## src/rtl/priority_resolver_pipe.sv

```systemverilog
// Two-stage per-pixel layer priority resolver: picks the top (and optionally runner-up) layer.
// Define PRIO_SECOND_TARGET_EN to build the runner-up logic; otherwise out_second is the backdrop.
module priority_resolver_pipe #(
  parameter int NUM_LAYERS = 5,
  parameter int PIXEL_W    = 20,
  parameter int PRIO_W     = 3,
  parameter int LINE_W     = 240,
  localparam int ID_W      = $clog2(NUM_LAYERS + 1),
  localparam int X_W       = $clog2(LINE_W)
) (
  input  logic                          clock,
  input  logic                          reset,
  input  logic [NUM_LAYERS*PIXEL_W-1:0] in_pix,
  input  logic [NUM_LAYERS-1:0]         in_opaque,
  input  logic [NUM_LAYERS-1:0]         in_mask,
  input  logic [PIXEL_W-1:0]            in_backdrop,
  input  logic                          in_valid,
  output logic                          in_ready,
  output logic [PIXEL_W-1:0]            out_first,
  output logic [ID_W-1:0]               out_first_id,
  output logic [PIXEL_W-1:0]            out_second,
  output logic [ID_W-1:0]               out_second_id,
  output logic [X_W-1:0]                out_x,
  output logic                          out_eol,
  output logic                          out_valid,
  input  logic                          out_ready
);

  localparam logic [ID_W-1:0] BD_ID  = ID_W'(NUM_LAYERS);
  localparam logic [X_W-1:0]  X_LAST = X_W'(LINE_W - 1);

  logic                          s1_valid_q, s1_valid_d;
  logic [NUM_LAYERS*PIXEL_W-1:0] s1_pix_q, s1_pix_d;
  logic [NUM_LAYERS-1:0]         s1_qual_q, s1_qual_d;
  logic [PIXEL_W-1:0]            s1_bd_q, s1_bd_d;

  logic                          out_valid_q, out_valid_d;
  logic [PIXEL_W-1:0]            first_q, first_d, second_q, second_d;
  logic [ID_W-1:0]               first_id_q, first_id_d, second_id_q, second_id_d;
  logic [X_W-1:0]                x_q, x_d;

  logic                          s1_adv, s2_adv;
  logic [PIXEL_W-1:0]            first_c, second_c;
  logic [ID_W-1:0]               first_id_c, second_id_c;

  assign s2_adv   = ~out_valid_q | out_ready;
  assign s1_adv   = ~s1_valid_q | s2_adv;
  assign in_ready = s1_adv;

  // Strict '<' keeps the earlier (lower-index) layer on a priority tie.
  always_comb begin : resolve_first
    logic               found;
    logic [PRIO_W-1:0]  best;
    logic [PIXEL_W-1:0] word;
    found      = 1'b0;
    best       = '0;
    word       = '0;
    first_c    = s1_bd_q;
    first_id_c = BD_ID;
    for (int unsigned i = 0; i < NUM_LAYERS; i++) begin
      word = s1_pix_q[i*PIXEL_W +: PIXEL_W];
      if (s1_qual_q[i] && (!found || word[PIXEL_W-1 -: PRIO_W] < best)) begin
        found      = 1'b1;
        best       = word[PIXEL_W-1 -: PRIO_W];
        first_c    = word;
        first_id_c = ID_W'(i);
      end
    end
  end

`ifdef PRIO_SECOND_TARGET_EN
  always_comb begin : resolve_second
    logic               found;
    logic [PRIO_W-1:0]  best;
    logic [PIXEL_W-1:0] word;
    found       = 1'b0;
    best        = '0;
    word        = '0;
    second_c    = s1_bd_q;
    second_id_c = BD_ID;
    for (int unsigned i = 0; i < NUM_LAYERS; i++) begin
      word = s1_pix_q[i*PIXEL_W +: PIXEL_W];
      if (s1_qual_q[i] && (ID_W'(i) != first_id_c) &&
          (!found || word[PIXEL_W-1 -: PRIO_W] < best)) begin
        found       = 1'b1;
        best        = word[PIXEL_W-1 -: PRIO_W];
        second_c    = word;
        second_id_c = ID_W'(i);
      end
    end
  end
`else
  assign second_c    = s1_bd_q;
  assign second_id_c = BD_ID;
`endif

  always_comb begin
    s1_valid_d  = s1_valid_q;
    s1_pix_d    = s1_pix_q;
    s1_qual_d   = s1_qual_q;
    s1_bd_d     = s1_bd_q;
    out_valid_d = out_valid_q;
    first_d     = first_q;
    first_id_d  = first_id_q;
    second_d    = second_q;
    second_id_d = second_id_q;
    x_d         = x_q;
    if (s1_adv) begin
      s1_valid_d = in_valid;
      if (in_valid) begin
        s1_pix_d  = in_pix;
        s1_qual_d = in_opaque & in_mask;
        s1_bd_d   = in_backdrop;
      end
    end
    if (s2_adv) begin
      out_valid_d = s1_valid_q;
      if (s1_valid_q) begin
        first_d     = first_c;
        first_id_d  = first_id_c;
        second_d    = second_c;
        second_id_d = second_id_c;
      end
    end
    if (out_valid_q && out_ready) begin
      x_d = (x_q == X_LAST) ? '0 : x_q + X_W'(1);
    end
  end

  always_ff @(posedge clock) begin
    if (reset) begin
      s1_valid_q  <= 1'b0;
      s1_pix_q    <= '0;
      s1_qual_q   <= '0;
      s1_bd_q     <= '0;
      out_valid_q <= 1'b0;
      first_q     <= '0;
      first_id_q  <= BD_ID;
      second_q    <= '0;
      second_id_q <= BD_ID;
      x_q         <= '0;
    end else begin
      s1_valid_q  <= s1_valid_d;
      s1_pix_q    <= s1_pix_d;
      s1_qual_q   <= s1_qual_d;
      s1_bd_q     <= s1_bd_d;
      out_valid_q <= out_valid_d;
      first_q     <= first_d;
      first_id_q  <= first_id_d;
      second_q    <= second_d;
      second_id_q <= second_id_d;
      x_q         <= x_d;
    end
  end

  assign out_valid     = out_valid_q;
  assign out_first     = first_q;
  assign out_first_id  = first_id_q;
  assign out_second    = second_q;
  assign out_second_id = second_id_q;
  assign out_x         = x_q;
  assign out_eol       = (x_q == X_LAST);

endmodule

```

## config.mk

```make
export PLATFORM = sky130hd
export DESIGN_NAME = priority_resolver_pipe
export DESIGN_NICKNAME = d
export VERILOG_FILES = /design/src/rtl/priority_resolver_pipe.sv
export SDC_FILE = /design/constraint.sdc
export NUM_CORES = 1
export LEC_CHECK = 0
export CORE_MARGIN = 5
export CORE_UTILIZATION = 40
export CTS_BUF_LIST = sky130_fd_sc_hd__clkbuf_4 sky130_fd_sc_hd__clkbuf_8
export DETAILED_ROUTE_END_ITERATION = 8
export DONT_BUFFER_PORTS = 1
export SLEW_MARGIN = 20
export SYNTH_ARGS = -nofsm -noshare
export SYNTH_HDL_FRONTEND = slang
export SYNTH_SLANG_ARGS = --single-unit
```

## constraint.sdc

```tcl
create_clock -name clock -period 6 [get_ports clock]
set_clock_uncertainty 0.2 [all_clocks]
set_input_delay 0.6 -clock clock [delete_from_list [all_inputs] [get_ports clock]]
set_output_delay 0.6 -clock clock [all_outputs]
set_load 0.01 [all_outputs]
```

==> results.py <==
metrics = {
    "status": {
        "status": "finished, final reports clean",
    },
    "yosys": {
        "synth_ff_type": "dfxtp_1",
        "synth-xor-area-share_pct": 0.661,
        "synthArstFlopShare_pct": 0,
        "seq_area_frac_synth_pct": 44.8,
        "synth_top_cell_area_share_pct": 44.8,
        "syn-cell-area_um2": 7950,
        "ys_ff_latch": 178,
        "synth_top_family_by_area": "compound AO/OA/AOI/OAI gates",
        "synthTopCellsByArea": "dfxtp_1 (45%), nand2_1 (14%), a21oi_1 (12%)",
        "synth_adder_area_share_pct": 1.23,
        "avgSynthCellArea_um2": 7.81,
        "syn_inst": 1017,
        "synth_mux_area_share_pct": 4.69,
        "synth_simple_gate_area_share_pct": 20.3,
        "yosys.cell_types.count": 60,
        "synth_top_area_cell": "dfxtp_1",
        "synth_warnings": 0,
        "synth_compound_area_share_pct": 23.4,
        "synth_edf_count": 0,
    },
    "floorplanning": {
        "core_um2": 19500,
        "io_pins": 191,
        "dieArea_um2": 22800,
        "initial_core_util_pct": 40.7,
        "rows": 51,
        "die_h_um": 151,
        "die_x_um": 151,
    },
    "drt": {
        "ant_nets": 0,
        "drt_iter0_markers": 356,
        "firstDrtPassIters": 5,
        "wl_mm": 23.1,
        "routedWlPerCell_um": 18.5,
        "viasPerCell": 5.32,
        "drc": 0,
        "vias": 6650,
    },
    "worst_setup_path": {
        "crit_path_start_kind": "flop",
        "endpoint_kind": "flop",
        "worstPathArrival_ns": 5.60,
        "cp.required_ns": 6.20,
        "critPathKind": "flop to flop",
        "worstPathMaxFanout": 24,
    },
    "clocking": {
        "ctsResizeCount": 0,
        "cts_sinks": 178,
        "cts_root_buf": "clkbuf_8",
        "clock_latency_ns": 0.46,
        "numCtsBuffers": 17,
        "cts_tree": "done",
        "htreeDepth": 4,
        "clk_path_buf_depth": 2,
        "clk_pin_slew_ns": 0.10,
    },
    "global_route": {
        "first_global_vias": 6364,
        "grt.total_usage_pct": 20.1,
        "use_met1_pct": 27.0,
        "busiest_layer": "met2",
        "grt_first_pass_wirelength_mm": 35.3,
        "grt_max_degree": 114,
        "use_met2_pct": 31.4,
        "antenna_found_initial": 0,
        "met3_usage_pct": 6.19,
        "grt_overflow_total": 0,
    },
    "cells_and_area": {
        "n_fill_cell": 2043,
        "layout-drive-gt1-share_pct": 12.2,
        "final_nets": 1113,
        "diodes": 0,
        "areaGrowthSynthToFinish_pct": 6.38,
    },
    "timing": {
        "hold_violations": 0,
        "setup_viol": 0,
        "post-route-worst-setup-slack_ns": 0.596,
        "post-route-period-util_pct": 90.1,
        "rsz0062_at_grt": "false",
        "fin_tns_setup_ns": 0,
        "drv_slew": 0,
        "fmax_ghz": 0.185,
        "worstMarginPinSlew_ns": 0.967,
        "maxSlewHeadroom_pct": 35.5,
        "holdWs_ns": 0.0391,
        "layout_min_cycle_time_ns": 5.40,
    },
    "flow_run": {
        "maxCapViolCount": 0,
    },
    "placement": {
        "dp_hpwl_mm": 16.1,
        "numPortBuffers": 0,
        "pre_cts_ws_ns": 0.646,
        "gp_congestion": 0.886,
    },
    "power_and_ir_drop": {
        "p_leak_nw": 3.08,
        "powerDensity_nw_per_um2": 281,
        "ir_drop_v": 0.000132,
    },
    "min_path": {
        "hold_class": "primary input to flop",
    },
}
==> cells by family (layout without fill, tap and decap cells) <==
| kind of cell | Yosys count | count (layout) |
|---|---|---|
| AO/OA/AOI/OAI | 302 | 302 |
| XOR/XNOR | 6 | 6 |
| adder cells (fa/ha/maj) | 8 | 8 |
| buffers and inverters | 86 | 53 |
| flip-flops | 178 | 178 |
| multiplexers | 35 | 35 |
| other | 2 | 3 |
| AND/OR/NAND/NOR | 400 | 400 |
==> path summary, 6_finish.rpt <==
| path | startpoint | endpoint | slack [ns] | cells after the start |
|---|---|---|---|---|
| setup / recovery | s1_qual_q[0]$_SDFFE_PP0P_ | out_first[7]$_SDFFE_PP0P_ | 0.60 | 21 |
| hold / removal | reset | out_first_id[0]$_SDFFE_PP1P_ | 0.04 | 2 |
| setup reg to reg | s1_qual_q[0]$_SDFFE_PP0P_ | out_first[7]$_SDFFE_PP0P_ | 0.60 | 21 |
| hold reg to reg | s1_pix_q[51]$_SDFFE_PP0P_ | s1_pix_q[51]$_SDFFE_PP0P_ | 0.26 | 2 |
==> power breakdown <==
part	internal, mW	total [mW]	leakage, nW	switching [mW]
clock network	0.306	0.803	0.179	0.497
registers	1.24	1.29	1.46	0.0509
logic	0.0976	0.280	1.44	0.182
total	1.65	2.38	3.08	0.730
==> final cells by class <==
type,count,area [um^2],share of cell area (%)
Clock buffer,17,234,2.77
Clock inverter,15,139,1.64
Inverter,9,33.8,0.400
Multi-Input combinational cell,754,4030,47.7
Sequential cell,178,3560,42.2
Tap cell,265,332,3.92
Timing Repair Buffer,12,123,1.45
==> worst max-delay path, stage by stage, from the launching register on <==
cell	delay (ns)
dfxtp_1	0.41
nand2_1	0.12
ha_1	0.31
nor3b_2	0.26
nand2b_1	0.18
nor3b_1	0.09
or2_1	0.25
maj3_1	0.35
o21bai_2	0.14
mux2_2	0.38
ha_1	0.30
o211ai_1	0.20
inv_1	0.13
a21oi_1	0.21
a21oi_1	0.07
ha_1	0.29
a21o_1	0.18
a21oi_1	0.13
o21ai_0	0.16
a31oi_4	0.62
a21oi_1	0.20
a21oi_2	0.17
==> layer usage <==
layer,vias to the layer above,wire [um]
li1,3336,-
met2,211,10700
met1,3084,10300
met5,-,0
met4,0,358
met3,19,1750
==> layout by cell type (no fill, tap or decap), types with 2 or more instances in the layout <==
master	Yosys	layout
a21o_1	4	4
o211ai_1	3	3
a31oi_1	2	2
nor3b_2	2	2
nand2_1	306	305
a41oi_1	2	2
nor2_1	49	49
a21oi_1	190	189
o21a_1	3	3
mux2i_1	17	17
o21ai_0	34	34
nor4_1	2	2
inv_6	0	3
buf_4	5	10
o211ai_2	17	17
inv_1	8	8
a211o_1	2	2
o21ai_1	7	7
mux2_2	18	18
nor3_1	7	7
nand3_1	13	13
conb_1	2	3
dfxtp_1	178	178
a21boi_1	2	2
ha_1	7	7
xor2_1	5	5
clkbuf_8	0	17
clkinv_4	0	3
nor2b_1	3	2
nand2b_1	3	2
nand4_1	2	2
clkinvlp_4	0	4
inv_8	0	5
and2_1	5	4
or3b_4	2	2
a21oi_2	20	21
==> registers in the layout, summed over array words and instances, names as in the netlist <==
signal / flops
out_first_id: 3
out_second: 20
s1_bd_q: 20
s1_qual_q: 5
out_valid: 1
out_first: 20
s1_valid_q: 1
s1_pix_q: 100
out_x: 8
==> cells in the mapped netlist (all sizes together) (3+ instances only) <==
cell type    n
a211oi       3
a21o         4
a21oi      210
a31oi        3
and2         5
buf         19
clkbuf      58
dfxtp      178
ha           7
inv          9
mux2        18
mux2i       17
nand2      306
nand2b       3
nand3       13
nor2        49
nor2b        3
nor3         7
nor3b        3
o211ai      20
o21a         4
o21ai       42
xor2         5
==> stage by stage <==
step,cells,cell area [um^2],power (mW),utilization [%]
after detailed placement,1216,8030,1.58,41.1
final,1250,8450,2.38,43.3
after floorplan,1018,7950,1.52,-
after CTS,1250,8450,2.40,43.3
after global routing,1250,8450,2.50,43.3
after global placement,1216,8030,1.58,41.1
==> timing repair <==
item | in CTS | in global routing
hold buffers | 2 | 0
hold endpoints to repair | 113 | 0
setup buffers | 0 | 0
No activity file was read; power rests on OpenSTA's default activity.
==> edit (same flow settings) <==
Change the parameter `LINE_W` from 240 to 360.
--- a/src/rtl/priority_resolver_pipe.sv
+++ b/src/rtl/priority_resolver_pipe.sv
@@ -6,3 +6,3 @@
   parameter int PRIO_W     = 3,
-  parameter int LINE_W     = 240,
+  parameter int LINE_W     = 360,
   localparam int ID_W      = $clog2(NUM_LAYERS + 1),
Ports: changed (resized out_x); port bits go from 191 to 192. The function was not compared with the original's and may differ.
==> edit against the original RTL <==
- die area down 1.6%
- power up 1.3%
- worst setup slack worse by 73 ps
- synthesized area down 1.7%
- final cell count down 1.4%
- critical path type unchanged
- largest cell class unchanged
- sequential cell count up 1
- routed wire length about the same
- design area up 0.87%
==> edit: results <==
[setup_path]
worst_r2r_endpoint = out_first[18]
rr_worst_depth = 25
cp_max_fo = 18
r2r_slack_ps = 520
worstReg2RegStart = s1_pix_q[19]

[finish]
nets = 1096
largest_reg_flops = 100
drive_above_1_share = 0.0857

[placement]
detailed_place_hpwl_mm = 15.9
gp_congestion = 0.908
dpl_cell_area_sq_um = 7920

[drt]
drtIter0Drc = 437
wl_per_cell_um = 18.7
viasPerCell = 5.31

[timing]
relSlewSlack = 0.336

[clock_network]
htreeDepth = 4
clkLatencyLatePin_ps = 470
cts_buffer_depth = 2

[synth]
yosys-top-cells-count = nand2_1, dfxtp_1, a21oi_1
synth_cell_types = 52
ys_seq_area_frac = 0.459
synth_area_leaders = dfxtp_1, nand2_1, a21oi_1, mux2i_1, clkbuf_1

[power_and_ir_drop]
ir_drop_mv = 0.134
p_leak_nw = 3.19

[outcome]
status = finished, final reports clean

[global_route]
grt_pass1_wl_mm = 35.7
antenna_found_initial = 0
track_usage = 0.206
grt_max_degree = 94
grt_pass1_vias = 6301
[edit: layout make-up]
class	count	area, sq um
Clock buffer	17	234
Clock inverter	15	188
Fill cell	2011	10800
Inverter	6	22.5
Multi-Input combinational cell	733	3970
Sequential cell	179	3580
Tap cell	265	332
Timing Repair Buffer	18	200
[edit: cell families after synthesis]
family,count (synthesis),share of synthesized area
and+or+nand+nor,415,0.218
xor gates and xnor gates,7,0.00785
muxes,35,0.0449
other,2,0.000962
adders and majority gates,7,0.0112
buffers and inverters,80,0.0450
DFF,179,0.459
AOI/OAI and AO/OA,266,0.213
[edit: stage by stage]
stage	hold slack (ps)	setup WS (ps)	instances	util	total power [W]
finish	41.4	522	1233	0.441	0.00241
global route	2.40	22.3	1233	0.441	0.00253
CTS	4.27	166	1227	0.435	0.00243
detailed placement	243	201	1192	0.410	0.00156
global placement	238	396	1192	0.410	0.00156
floorplan	236	118	992	-	0.00151
[edit: worst max-delay path by stage]
stage	cells after the start	slack (ps)	from	end
2_1_floorplan	25	120	s1_qual_q[0]	out_first[18]
5_1_grt	24	20	s1_pix_q[19]	out_first[5]
4_1_cts	24	170	s1_pix_q[19]	out_first[18]
3_5_place_dp	24	200	s1_pix_q[19]	out_first[18]
3_3_place_gp	24	400	s1_pix_q[19]	out_first[18]
6_report	25	520	s1_pix_q[19]	out_first[18]
[edit: layer usage]
layer  GRT usage  routed length [um]  vias to the layer above
li1            -                   -                     3282
met1       0.280               10500                     3052
met2       0.317               10400                      193
met3      0.0718                1870                       16
met4      0.0467                 257                        0
met5           0                   0                        -
[edit: timing repair]
item	4_1_cts	5_1_grt
endpoints found under the hold margin	87	5
hold buffers	3	5
setup endpoints to repair	0	22
resized for setup	0	10
setup buffers	0	1
[edit: report_power, final]
| group | switching, W | leakage (nW) | internal (W) |
|---|---|---|---|
| clock network | 0.000521 | 0.205 | 0.000320 |
| logic | 0.000171 | 1.51 | 0.0000919 |
| registers | 0.0000536 | 1.47 | 0.00125 |
[edit: critical path: stages, from the launching register on]
cell	delay (ps)
dfxtp_1	410
nand2_1	80
ha_1	300
and2_1	150
a311o_1	360
a311oi_4	390
a21boi_0	140
buf_4	180
nand2_1	60
nand2_1	70
o21ai_0	110
ha_1	250
o21a_1	180
nor2_1	130
nor2_1	90
nor2_4	170
o21ai_0	130
and2_1	180
ha_1	330
o21a_1	130
nor2_1	30
o21ai_1	330
and3_1	220
buf_4	260
nor3_1	100
a221o_1	380
